===== src/rtl/uart_pkg.sv =====
// Shared constants and FSM state encodings for the 8N1 DDS-timed UART.
package uart_pkg;
    localparam int OVERSAMPLE = 16;
    localparam int MID_TICK   = 8;
    localparam int DATA_BITS  = 8;

    localparam logic [3:0] TICK_LAST = 4'(OVERSAMPLE - 1);
    localparam logic [3:0] TICK_MID  = 4'(MID_TICK - 1);
    localparam logic [2:0] BIT_LAST  = 3'(DATA_BITS - 1);

    typedef enum logic [1:0] {TX_IDLE, TX_START, TX_DATA, TX_STOP} tx_state_t;
    typedef enum logic [1:0] {RX_IDLE, RX_START, RX_DATA, RX_STOP} rx_state_t;
endpackage


===== src/rtl/uart_dds_transceiver_if.sv =====
// Byte-level host handshake of the UART; UART_RX_FRAME_ERR_EN adds rx_frame_err.
interface uart_dds_transceiver_if;
    logic [7:0] tx_data;
    logic       tx_wr;
    logic       tx_done;
    logic [7:0] rx_data;
    logic       rx_done;
`ifdef UART_RX_FRAME_ERR_EN
    logic       rx_frame_err;

    modport master (output tx_data, tx_wr, input tx_done, rx_data, rx_done, rx_frame_err);
    modport slave  (input tx_data, tx_wr, output tx_done, rx_data, rx_done, rx_frame_err);
`else
    modport master (output tx_data, tx_wr, input tx_done, rx_data, rx_done);
    modport slave  (input tx_data, tx_wr, output tx_done, rx_data, rx_done);
`endif
endinterface


===== src/rtl/uart_baud_dds.sv =====
// Fractional DDS: adds baudrate*1600 per clock modulo CLK_FREQ, strobing enable_16 on each wrap.
module uart_baud_dds #(
    parameter int CLK_FREQ = 50000000,
    parameter int BAUD_W   = 16
) (
    input  logic              clk,
    input  logic              rst_n,
    input  logic [BAUD_W-1:0] baudrate,
    output logic              enable_16
);
    localparam int ACC_W = $clog2(2 * CLK_FREQ);
    localparam logic [ACC_W:0] MODULUS = (ACC_W + 1)'(CLK_FREQ);

    logic [ACC_W-1:0] acc;
    logic [ACC_W-1:0] inc;
    logic [ACC_W:0]   acc_next;

    // One guard bit on the sum keeps the compare exact over the whole legal range.
    assign inc      = ACC_W'(baudrate) * ACC_W'(1600);
    assign acc_next = {1'b0, acc} + {1'b0, inc};

    always_ff @(posedge clk or negedge rst_n) begin
        if (!rst_n) begin
            acc       <= '0;
            enable_16 <= 1'b0;
        end else if (acc_next >= MODULUS) begin
            acc       <= ACC_W'(acc_next - MODULUS);
            enable_16 <= 1'b1;
        end else begin
            acc       <= acc_next[ACC_W-1:0];
            enable_16 <= 1'b0;
        end
    end
endmodule


===== src/rtl/uart_dds_transceiver.sv =====
// 8N1 full-duplex UART timed by a 16x DDS strobe.
// Optional macro UART_RX_FRAME_ERR_EN exposes a stop-bit framing-error pulse.
module uart_dds_transceiver
    import uart_pkg::*;
#(
    parameter int CLK_FREQ = 50000000,
    parameter int BAUD_W   = 16
) (
    input  logic              clk,
    input  logic              rst_n,
    input  logic [BAUD_W-1:0] baudrate,
    output logic              enable_16,
    input  logic              uart_rx,
    output logic              uart_tx,
    uart_dds_transceiver_if.slave host
);
    uart_baud_dds #(.CLK_FREQ(CLK_FREQ), .BAUD_W(BAUD_W)) u_dds (
        .clk(clk), .rst_n(rst_n), .baudrate(baudrate), .enable_16(enable_16)
    );

    tx_state_t  tx_state, tx_nxt;
    logic [3:0] tx_tick, tx_tick_n;
    logic [2:0] tx_bit, tx_bit_n;
    logic [7:0] tx_sh, tx_sh_n;
    logic       tx_line, tx_line_n, tx_done_q, tx_done_n;

    always_ff @(posedge clk or negedge rst_n) begin
        if (!rst_n) begin
            tx_state <= TX_IDLE; tx_tick <= '0; tx_bit <= '0; tx_sh <= '0;
            tx_line <= 1'b1; tx_done_q <= 1'b0;
        end else begin
            tx_state <= tx_nxt; tx_tick <= tx_tick_n; tx_bit <= tx_bit_n; tx_sh <= tx_sh_n;
            tx_line <= tx_line_n; tx_done_q <= tx_done_n;
        end
    end

    // tx_done is registered, so the FSM is already IDLE when a back-to-back tx_wr arrives.
    always_comb begin
        tx_nxt = tx_state; tx_tick_n = tx_tick; tx_bit_n = tx_bit; tx_sh_n = tx_sh;
        tx_line_n = tx_line; tx_done_n = 1'b0;
        if (tx_state == TX_IDLE) begin
            tx_line_n = 1'b1;
            if (host.tx_wr) begin
                tx_sh_n = host.tx_data; tx_tick_n = '0; tx_bit_n = '0;
                tx_line_n = 1'b0; tx_nxt = TX_START;
            end
        end else if (enable_16) begin
            tx_tick_n = tx_tick + 4'd1;
            if (tx_tick == TICK_LAST) begin
                case (tx_state)
                    TX_START: begin tx_nxt = TX_DATA; tx_bit_n = '0; tx_line_n = tx_sh[0]; end
                    TX_DATA: begin
                        if (tx_bit == BIT_LAST) begin
                            tx_nxt = TX_STOP; tx_line_n = 1'b1;
                        end else begin
                            tx_bit_n = tx_bit + 3'd1; tx_sh_n = tx_sh >> 1; tx_line_n = tx_sh[1];
                        end
                    end
                    default: begin tx_nxt = TX_IDLE; tx_done_n = 1'b1; tx_line_n = 1'b1; end
                endcase
            end
        end
    end

    assign uart_tx      = tx_line;
    assign host.tx_done = tx_done_q;

    rx_state_t  rx_state, rx_nxt;
    logic [1:0] rx_sync;
    logic       rx_prev, rx_s;
    logic [3:0] rx_tick, rx_tick_n;
    logic [2:0] rx_bit, rx_bit_n;
    logic [7:0] rx_sh, rx_sh_n, rx_data_q, rx_data_n;
    logic       rx_done_q, rx_done_n;
`ifdef UART_RX_FRAME_ERR_EN
    logic       rx_ferr_q, rx_ferr_n;
`endif

    assign rx_s = rx_sync[1];

    always_ff @(posedge clk or negedge rst_n) begin
        if (!rst_n) begin
            rx_sync <= 2'b11; rx_prev <= 1'b1; rx_state <= RX_IDLE; rx_tick <= '0;
            rx_bit <= '0; rx_sh <= '0; rx_data_q <= '0; rx_done_q <= 1'b0;
        end else begin
            rx_sync <= {rx_sync[0], uart_rx}; rx_prev <= rx_s; rx_state <= rx_nxt;
            rx_tick <= rx_tick_n; rx_bit <= rx_bit_n; rx_sh <= rx_sh_n;
            rx_data_q <= rx_data_n; rx_done_q <= rx_done_n;
        end
    end

`ifdef UART_RX_FRAME_ERR_EN
    always_ff @(posedge clk or negedge rst_n) begin
        if (!rst_n) rx_ferr_q <= 1'b0;
        else        rx_ferr_q <= rx_ferr_n;
    end
    assign host.rx_frame_err = rx_ferr_q;
`endif

    // Tick count restarts at mid start bit, so each later wrap lands mid-bit.
    always_comb begin
        rx_nxt = rx_state; rx_tick_n = rx_tick; rx_bit_n = rx_bit; rx_sh_n = rx_sh;
        rx_data_n = rx_data_q; rx_done_n = 1'b0;
`ifdef UART_RX_FRAME_ERR_EN
        rx_ferr_n = 1'b0;
`endif
        if (rx_state == RX_IDLE) begin
            if (rx_prev && !rx_s) begin
                rx_nxt = RX_START; rx_tick_n = '0; rx_bit_n = '0;
            end
        end else if (enable_16) begin
            rx_tick_n = rx_tick + 4'd1;
            case (rx_state)
                RX_START: if (rx_tick == TICK_MID) begin
                    rx_tick_n = '0;
                    rx_nxt = rx_s ? RX_IDLE : RX_DATA;
                end
                RX_DATA: if (rx_tick == TICK_LAST) begin
                    rx_sh_n = {rx_s, rx_sh[7:1]};
                    if (rx_bit == BIT_LAST) rx_nxt = RX_STOP;
                    else                    rx_bit_n = rx_bit + 3'd1;
                end
                default: if (rx_tick == TICK_LAST) begin
                    rx_nxt = RX_IDLE;
                    if (rx_s) begin
                        rx_data_n = rx_sh; rx_done_n = 1'b1;
                    end
`ifdef UART_RX_FRAME_ERR_EN
                    else rx_ferr_n = 1'b1;
`endif
                end
            endcase
        end
    end

    assign host.rx_data = rx_data_q;
    assign host.rx_done = rx_done_q;
endmodule


===== src/flat_wrapper.sv =====
// flat-port wrapper written by rule: the top's interface ports become plain ports
module uart_dds_transceiver_flat import uart_pkg::*;
#(
    parameter int CLK_FREQ = 50000000,
    parameter int BAUD_W   = 16
)
  (clk, rst_n, baudrate, enable_16, uart_rx, uart_tx, host_tx_data, host_tx_wr, host_tx_done, host_rx_data, host_rx_done);
  uart_dds_transceiver_if host_i ();
  input  logic clk;
  input  logic rst_n;
  input  logic [BAUD_W-1:0] baudrate;
  output logic enable_16;
  input  logic uart_rx;
  output logic uart_tx;
  input wire logic [$bits(host_i.tx_data)-1:0] host_tx_data;
  input wire logic [$bits(host_i.tx_wr)-1:0] host_tx_wr;
  output wire logic [$bits(host_i.tx_done)-1:0] host_tx_done;
  output wire logic [$bits(host_i.rx_data)-1:0] host_rx_data;
  output wire logic [$bits(host_i.rx_done)-1:0] host_rx_done;
  assign host_i.tx_data = host_tx_data;
  assign host_i.tx_wr = host_tx_wr;
  assign host_tx_done = host_i.tx_done;
  assign host_rx_data = host_i.rx_data;
  assign host_rx_done = host_i.rx_done;
  uart_dds_transceiver #(.CLK_FREQ(CLK_FREQ), .BAUD_W(BAUD_W)) u_core (.clk(clk), .rst_n(rst_n), .baudrate(baudrate), .enable_16(enable_16), .uart_rx(uart_rx), .uart_tx(uart_tx), .host(host_i));
endmodule

===== config.mk =====
export PLATFORM = sky130hd
export DESIGN_NAME = uart_dds_transceiver_flat
export DESIGN_NICKNAME = d
export VERILOG_FILES = /design/src/rtl/uart_pkg.sv /design/src/rtl/uart_dds_transceiver_if.sv /design/src/rtl/uart_baud_dds.sv /design/src/rtl/uart_dds_transceiver.sv /design/src/flat_wrapper.sv
export SDC_FILE = /design/constraint.sdc
export NUM_CORES = 1
export LEC_CHECK = 0
export BUFFER_PORTS_ARGS = -buffer_cell sky130_fd_sc_hd__clkbuf_2
export CAP_MARGIN = 20
export CORE_MARGIN = 2
export CORE_UTILIZATION = 45
export DETAILED_ROUTE_END_ITERATION = 7
export HOLD_SLACK_MARGIN = 0.02
export PLACE_DENSITY_LB_ADDON = 0.1
export SYNTH_ARGS = -nofsm -noshare
export SYNTH_HDL_FRONTEND = slang
export SYNTH_SLANG_ARGS = --single-unit

===== constraint.sdc =====
create_clock -name clk -period 6.9 [get_ports clk]
set_clock_uncertainty 0.2 [all_clocks]
set_input_delay 1.38 -clock clk [delete_from_list [all_inputs] [get_ports clk]]
set_output_delay 1.38 -clock clk [all_outputs]
set_load 0.1 [all_outputs]

==> results.yml, run 1 <==
status:
  status: "completed"
logic_synthesis:
  synthArstFlopShare_pct: 100
  syn_area_sq_mm: 0.00619
  syn_nets: 771
  netlist_instances: 640
  synth_ff_type: "dfrtp_1"
  seq_area_frac_synth_pct: 28.4
  yosysUniqueCellTypes: 79
  ys_warn_count: 0
  syn_area_per_cell_sq_um: 9.67
  synth_edf_count: 0
  ys_ff_latch: 70
hold_path:
  min_from: "u_core.rx_sync[0]$_DFF_PN1_"
  hold_class: "reg2reg"
  whs_path_depth: 0
  min_to: "u_core.rx_sync[1]$_DFF_PN1_"
global_route:
  grt_pass1_wl_mm: 22.4
  grt_max_degree: 71
  grt_pass1_vias: 4798
  antenna_found_initial: 0
  grt_use_total_pct: 18.9
  overflow: 0
timing:
  finalMaxSlewViolations: 0
  slew_headroom_pct: 40.5
  setup_ws_ns: 0.396
  final_hold_viol_count: 0
  rsz0062_at_grt: "false"
  fmax_mhz: 154
  fin_crit_ns: 6.50
  finalCritPeriodShare_pct: 94.3
  worstMarginPinSlew_ns: 0.892
  setup_viol: 0
clock_network:
  numCtsBuffers: 9
  clock_latency_ns: 0.34
  cts_tree: "yes"
  cts.clk_slew.worst_paths_ns: 0.06
  cts_hold_buf: 0
  numClockSinks: 70
  clock_path_buffers: 2
  cts_max_level: 3
  cts-root-buf: "clkbuf_16"
floorplanning:
  fp.dieH_um: 121
  start_util_pct: 46.4
  core_area_sq_mm: 0.0133
  dieArea_sq_mm: 0.0147
  rows: 42
  die_width_um: 121
  top_level_ports: 40
worst_setup_path:
  critPathArrivalTime_ns: 6.56
  startpoint_type: "input pin"
  crit_path_frequent_cell: "ha_1"
  critPathKind: "in2reg"
  worstPathMaxFanout: 15
  worst_setup_path_end_kind: "flip-flop"
  crit_required_ns: 6.95
  r2r-start: "u_core.u_dds.acc[6]$_DFF_PN0_"
  cpPeakStageDelay_ns: 0.46
  rr_worst_depth: 13
  critPathTopFamily: "compound AO/OA/AOI/OAI gates"
  cp_num_buf_inv: 2
  regToRegSetupSlack_ns: 3.19
  rr_endpoint: "u_core.u_dds.acc[14]$_DFF_PN0_"
  slowest_stage: "fa_1"
drt:
  ant_nets: 0
  drt_iter0_markers: 384
  routed-via-count: 4796
  wl_per_cell_um: 14.6
  wl_mm: 12.9
  vias_per_cell: 5.45
  firstDrtPassIters: 5
  drc: 0
cells_and_area:
  n_fill_cell: 1231
  drive_gt1_share_pct: 18.8
  diodes: 0
  final_cell_mix: "91 x ha_1, 66 x dfrtp_1, 62 x inv_1"
  utilization_pct: 52.9
  final_net_count: 830
  layout_commonest_cell: "ha_1"
  area_growth_pct: 14.0
placement:
  dp_slack_ns: -0.0729
  dp_hpwl_mm: 9.97
  portBuffers: 39
  place.gp.congestion: 0.847
run:
  maxCapViolations: 0
[stage by stage]
step,hold WS (ns),TNS (ns),cells,cell area [sq um]
CTS,0.159,0,879,7020
global placement,0.150,0,863,6720
floorplan,0.145,0,640,6190
global route,0.163,0,880,7060
finish,0.158,0,880,7060
detailed placement,0.149,-0.340,863,6720
[final cells by class]
class / instances / area, sq um / area share (%)
Tap cell: 176 / 220 / 3.12
Clock buffer: 11 / 243 / 3.44
Inverter: 62 / 233 / 3.30
Timing Repair Buffer: 64 / 408 / 5.78
Multi-Input combinational cell: 492 / 4140 / 58.6
Sequential cell: 70 / 1760 / 24.9
Clock inverter: 5 / 58.8 / 0.833
[routing by layer]
layer | global-route usage (%) | vias up | wire (um)
li1 | - | 2406 | -
met1 | 25.7 | 2292 | 6170
met2 | 30.7 | 88 | 6240
met3 | 2.82 | 10 | 326
met4 | 6.61 | 0 | 125
met5 | 0 | - | 0
[kinds of logic after synthesis]
| group | count (synthesis) | synth area share (%) |
|---|---|---|
| adders and majority gates | 103 | 22.3 |
| muxes | 34 | 5.96 |
| buffers and inverters | 78 | 4.99 |
| AOI/OAI and AO/OA | 149 | 17.5 |
| DFF | 70 | 28.4 |
| xor gates and xnor gates | 50 | 7.50 |
| and+or+nand+nor | 156 | 13.4 |
[Yosys cell counts (5+ instances only)]
master | count | share of area [%]
o21bai_1 | 6 | 0.73
buf_2 | 6 | 0.49
a21o_1 | 9 | 1.1
a21oi_1 | 40 | 3.2
nand3_1 | 12 | 0.97
nor2_1 | 42 | 2.5
nand2_1 | 31 | 1.9
clkbuf_1 | 8 | 0.49
nand3b_1 | 5 | 0.61
mux2i_1 | 14 | 2.3
dfrtp_1 | 66 | 27
ha_1 | 91 | 18
o21ai_0 | 23 | 1.9
mux2_2 | 19 | 3.5
nor3_1 | 7 | 0.57
fa_1 | 12 | 3.9
o21ai_1 | 5 | 0.40
and3_1 | 8 | 0.81
a31oi_1 | 8 | 0.81
xor2_1 | 12 | 1.7
inv_1 | 62 | 3.8
xnor2_1 | 36 | 5.1
nand2b_1 | 8 | 0.81
or2_2 | 5 | 0.51
nor2b_1 | 8 | 0.81
[registers in the layout, summed over array words and instances, names as in the netlist]
name                    count
u_core.host.rx_data         8
u_core.host.rx_done         1
u_core.host.tx_done         1
u_core.rx_bit               3
u_core.rx_prev              1
u_core.rx_sh                8
u_core.rx_state             2
u_core.rx_sync              2
u_core.rx_tick              4
u_core.tx_bit               3
u_core.tx_sh                8
u_core.tx_state             2
u_core.tx_tick              4
u_core.u_dds.acc           21
u_core.u_dds.enable_16      1
u_core.uart_tx              1
[how the worst max path moves through the flow]
| stage | from | to | slack, ns | cells after the start |
|---|---|---|---|---|
| 5_1_grt | baudrate[2] | u_core.u_dds.acc[21]$_DFF_PN0_ | 0.02 | 25 |
| 3_3_place_gp | baudrate[2] | u_core.u_dds.acc[13]$_DFF_PN0_ | 0.01 | 23 |
| 6_report | baudrate[2] | u_core.u_dds.acc[21]$_DFF_PN0_ | 0.40 | 25 |
| 2_1_floorplan | baudrate[2] | u_core.u_dds.acc[12]$_DFF_PN0_ | 0.36 | 23 |
| 3_5_place_dp | baudrate[1] | u_core.u_dds.acc[13]$_DFF_PN0_ | -0.07 | 23 |
| 4_1_cts | baudrate[1] | u_core.u_dds.acc[21]$_DFF_PN0_ | 0.27 | 23 |
[repair_timing]
item / 4_1_cts / 5_1_grt
gates resized for setup: 0 / 2
setup buffers: 0 / 1
setup endpoints to repair: 0 / 15
Power of run 1 is left out: the tool's default activity adds up to more than one toggle a clock period on the data nets, which glitch-free logic cannot reach.
==> inputs of run 2 (changes only) <==
ABC_AREA = 1   (was unset)
CAP_MARGIN = unset   (was 20)
CORE_ASPECT_RATIO = 0.6   (was unset)
==> run 2 against run 1 <==
- final cell count rose by 28%
- non-clock buffer count down 24
- via count increased by 13%
- die area is 4.1% higher
- critical endpoint is now u_core.u_dds.acc[12]$_DFF_PN0_
==> results.yml, run 2 <==
status:
  status: "completed"
global_route:
  grt_pass1_wl_mm: 24.9
  grt_use_total_pct: 20.4
  antenna_found_initial: 0
  overflow: 0
  grt_pass1_vias: 5005
  grt_max_degree: 71
clock_network:
  cts_hold_buf: 0
  cts_tree: "yes"
  post_cts_buffers: 0
  clock_path_buffers: 2
  cts-root-buf: "clkbuf_16"
  numCtsBuffers: 9
  cts_max_level: 3
  cts.clk_slew.worst_paths_ns: 0.06
  numClockSinks: 70
  clock_latency_ns: 0.33
floorplanning:
  core_area_sq_mm: 0.0138
  dieArea_sq_mm: 0.0153
  die_width_um: 158
  top_level_ports: 40
  start_util_pct: 46.5
  rows: 33
  fp.dieH_um: 96.7
drt:
  drt_iter0_markers: 315
  ant_nets: 0
  vias_per_cell: 4.82
  drc: 0
  wl_mm: 14.4
  wl_per_cell_um: 12.8
  firstDrtPassIters: 4
  routed-via-count: 5430
worst_setup_path:
  worst_setup_path_end_kind: "flip-flop"
  critPathArrivalTime_ns: 6.51
  slowest_stage: "fa_1"
  crit_path_frequent_cell: "nand2_1"
  critPathKind: "in2reg"
  startpoint_type: "input pin"
  cpPeakStageDelay_ns: 0.49
  worstPathMaxFanout: 33
  crit_required_ns: 6.91
logic_synthesis:
  seq_area_frac_synth_pct: 27.3
  yosysUniqueCellTypes: 43
  syn_area_per_cell_sq_um: 7.28
  synth_common_cells: "250 x nand2_1, 150 x inv_1, 91 x ha_1"
  synthMostInstantiatedCell: "nand2_1"
  syn_area_sq_mm: 0.00644
  syn_nets: 1016
  ys_warn_count: 0
  synth_area_leaders: "dfrtp_1 26%, ha_1 18%, nand2_1 15%"
  ys_ff_latch: 70
  netlist_instances: 885
  synth_edf_count: 0
  synth_area_leader_cell: "dfrtp_1"
  synthArstFlopShare_pct: 100
  synth_top_area_share_pct: 25.7
  synth_ff_type: "dfrtp_1"
placement:
  dp_hpwl_mm: 11.9
  placedInstanceArea_sq_mm: 0.00683
  place_inst: 1110
  place.gp.congestion: 0.920
  portBuffers: 39
cells_and_area:
  diodes: 0
  stdcell_area_sq_mm: 0.00713
  utilization_pct: 51.6
  multi_input_area_sq_mm: 0.00405
  n_fill_cell: 1436
  stdcell_count: 1126
  final_net_count: 1060
  final_cell_mix: "250 x nand2_1, 150 x inv_1, 91 x ha_1"
  layout_commonest_cell: "nand2_1"
  seq_area_sq_mm: 0.00176
  largest_reg_flops: 21
  largest_register: "u_core.u_dds.acc"
  area_growth_pct: 10.8
  drive_gt1_share_pct: 10.4
timing:
  worstMarginPinSlew_ns: 0.920
  finalCritPeriodShare_pct: 94.2
  tns_ns: 0
  fmax_mhz: 154
  finalMaxSlewViolations: 0
  final_hold_viol_count: 0
  setup_viol: 0
  fin_crit_ns: 6.50
  slew_headroom_pct: 38.7
  rsz0062_at_grt: "false"
hold_path:
  hold_class: "reg2reg"
run:
  maxCapViolations: 0
-- run 2: cell types whose count changed after synthesis, sizes merged, moves of 6 or more --
cell	delta
nand3	+41
xor2	+6
or2	-6
o21ai	+32
nand2b	-8
nor2b	-8
mux2	-20
nand2	+232
a21o	-7
mux2i	-14
xnor2	-28
inv	+96
a31oi	-7
and3	-8
-- run 2: critical path, delay by kind of cell --
family,cells,cell delay [ns]
AOI/OAI and AO/OA,4,0.48
xor gates and xnor gates,1,0.14
adders and majority gates,5,1.80
buffers and inverters,6,0.50
and+or+nand+nor,15,2.18
-- run 2: per-layer routing --
layer | GRT usage, % | wire length (um)
met1 | 35.0 | 8650
met3 | 5.15 | 742
met5 | 0 | 0
met4 | 2.29 | 45
met2 | 25.2 | 4960
-- run 2: per-stage QoR --
stage	hold slack (ns)	setup slack, ns
final	0.156	0.400
after global routing	0.158	0.0359
after detailed placement	0.148	0.0245
after floorplan	0.145	1.11
after global placement	0.146	0.0343
after CTS	0.156	0.357
-- run 2: repair_timing --
action                                  in CTS  in global routing
endpoints found under the hold margin        0                  0
endpoints found under the setup margin       0                 17
resized for setup                            0                  4
-- run 2: cell families (layout without fill, tap and decap cells) --
| family | count (synthesis) | after routing | synth area share [%] |
|---|---|---|---|
| simple gates | 395 | 395 | 26.7 |
| xor+xnor | 28 | 28 | 3.93 |
| compound gates | 123 | 123 | 10.6 |
| fa+ha+maj | 103 | 103 | 21.4 |
| flops | 70 | 70 | 27.3 |
| buf+inv | 166 | 215 | 10.1 |
-- run 2: path summary, 6_finish.rpt --
| path | startpoint | slack [ns] | to | cells past startpoint |
|---|---|---|---|---|
| max reg2reg | u_core.u_dds.acc[6]$_DFF_PN0_ | 3.76 | u_core.u_dds.acc[25]$_DFF_PN0_ | 16 |
| max in group asynchronous | rst_n | 4.92 | u_core.u_dds.acc[13]$_DFF_PN0_ | 1 |
| max | baudrate[6] | 0.40 | u_core.u_dds.acc[12]$_DFF_PN0_ | 31 |
| min | u_core.rx_sync[0]$_DFF_PN1_ | 0.16 | u_core.rx_sync[1]$_DFF_PN1_ | 0 |
| min reg2reg | u_core.rx_sync[0]$_DFF_PN1_ | 0.16 | u_core.rx_sync[1]$_DFF_PN1_ | 0 |
| min in group asynchronous | rst_n | 0.98 | u_core.u_dds.acc[25]$_DFF_PN0_ | 1 |
-- run 2: area by class of cell --
cell class / count / area share, %
multi-input combinational: 649 / 56.8
sequential: 70 / 24.6
inverter: 159 / 8.37
clock buffer: 11 / 3.40
tap: 192 / 3.37
timing repair buffer: 40 / 2.88
clock inverter: 5 / 0.596
Power of run 2 is left out for the same reason.
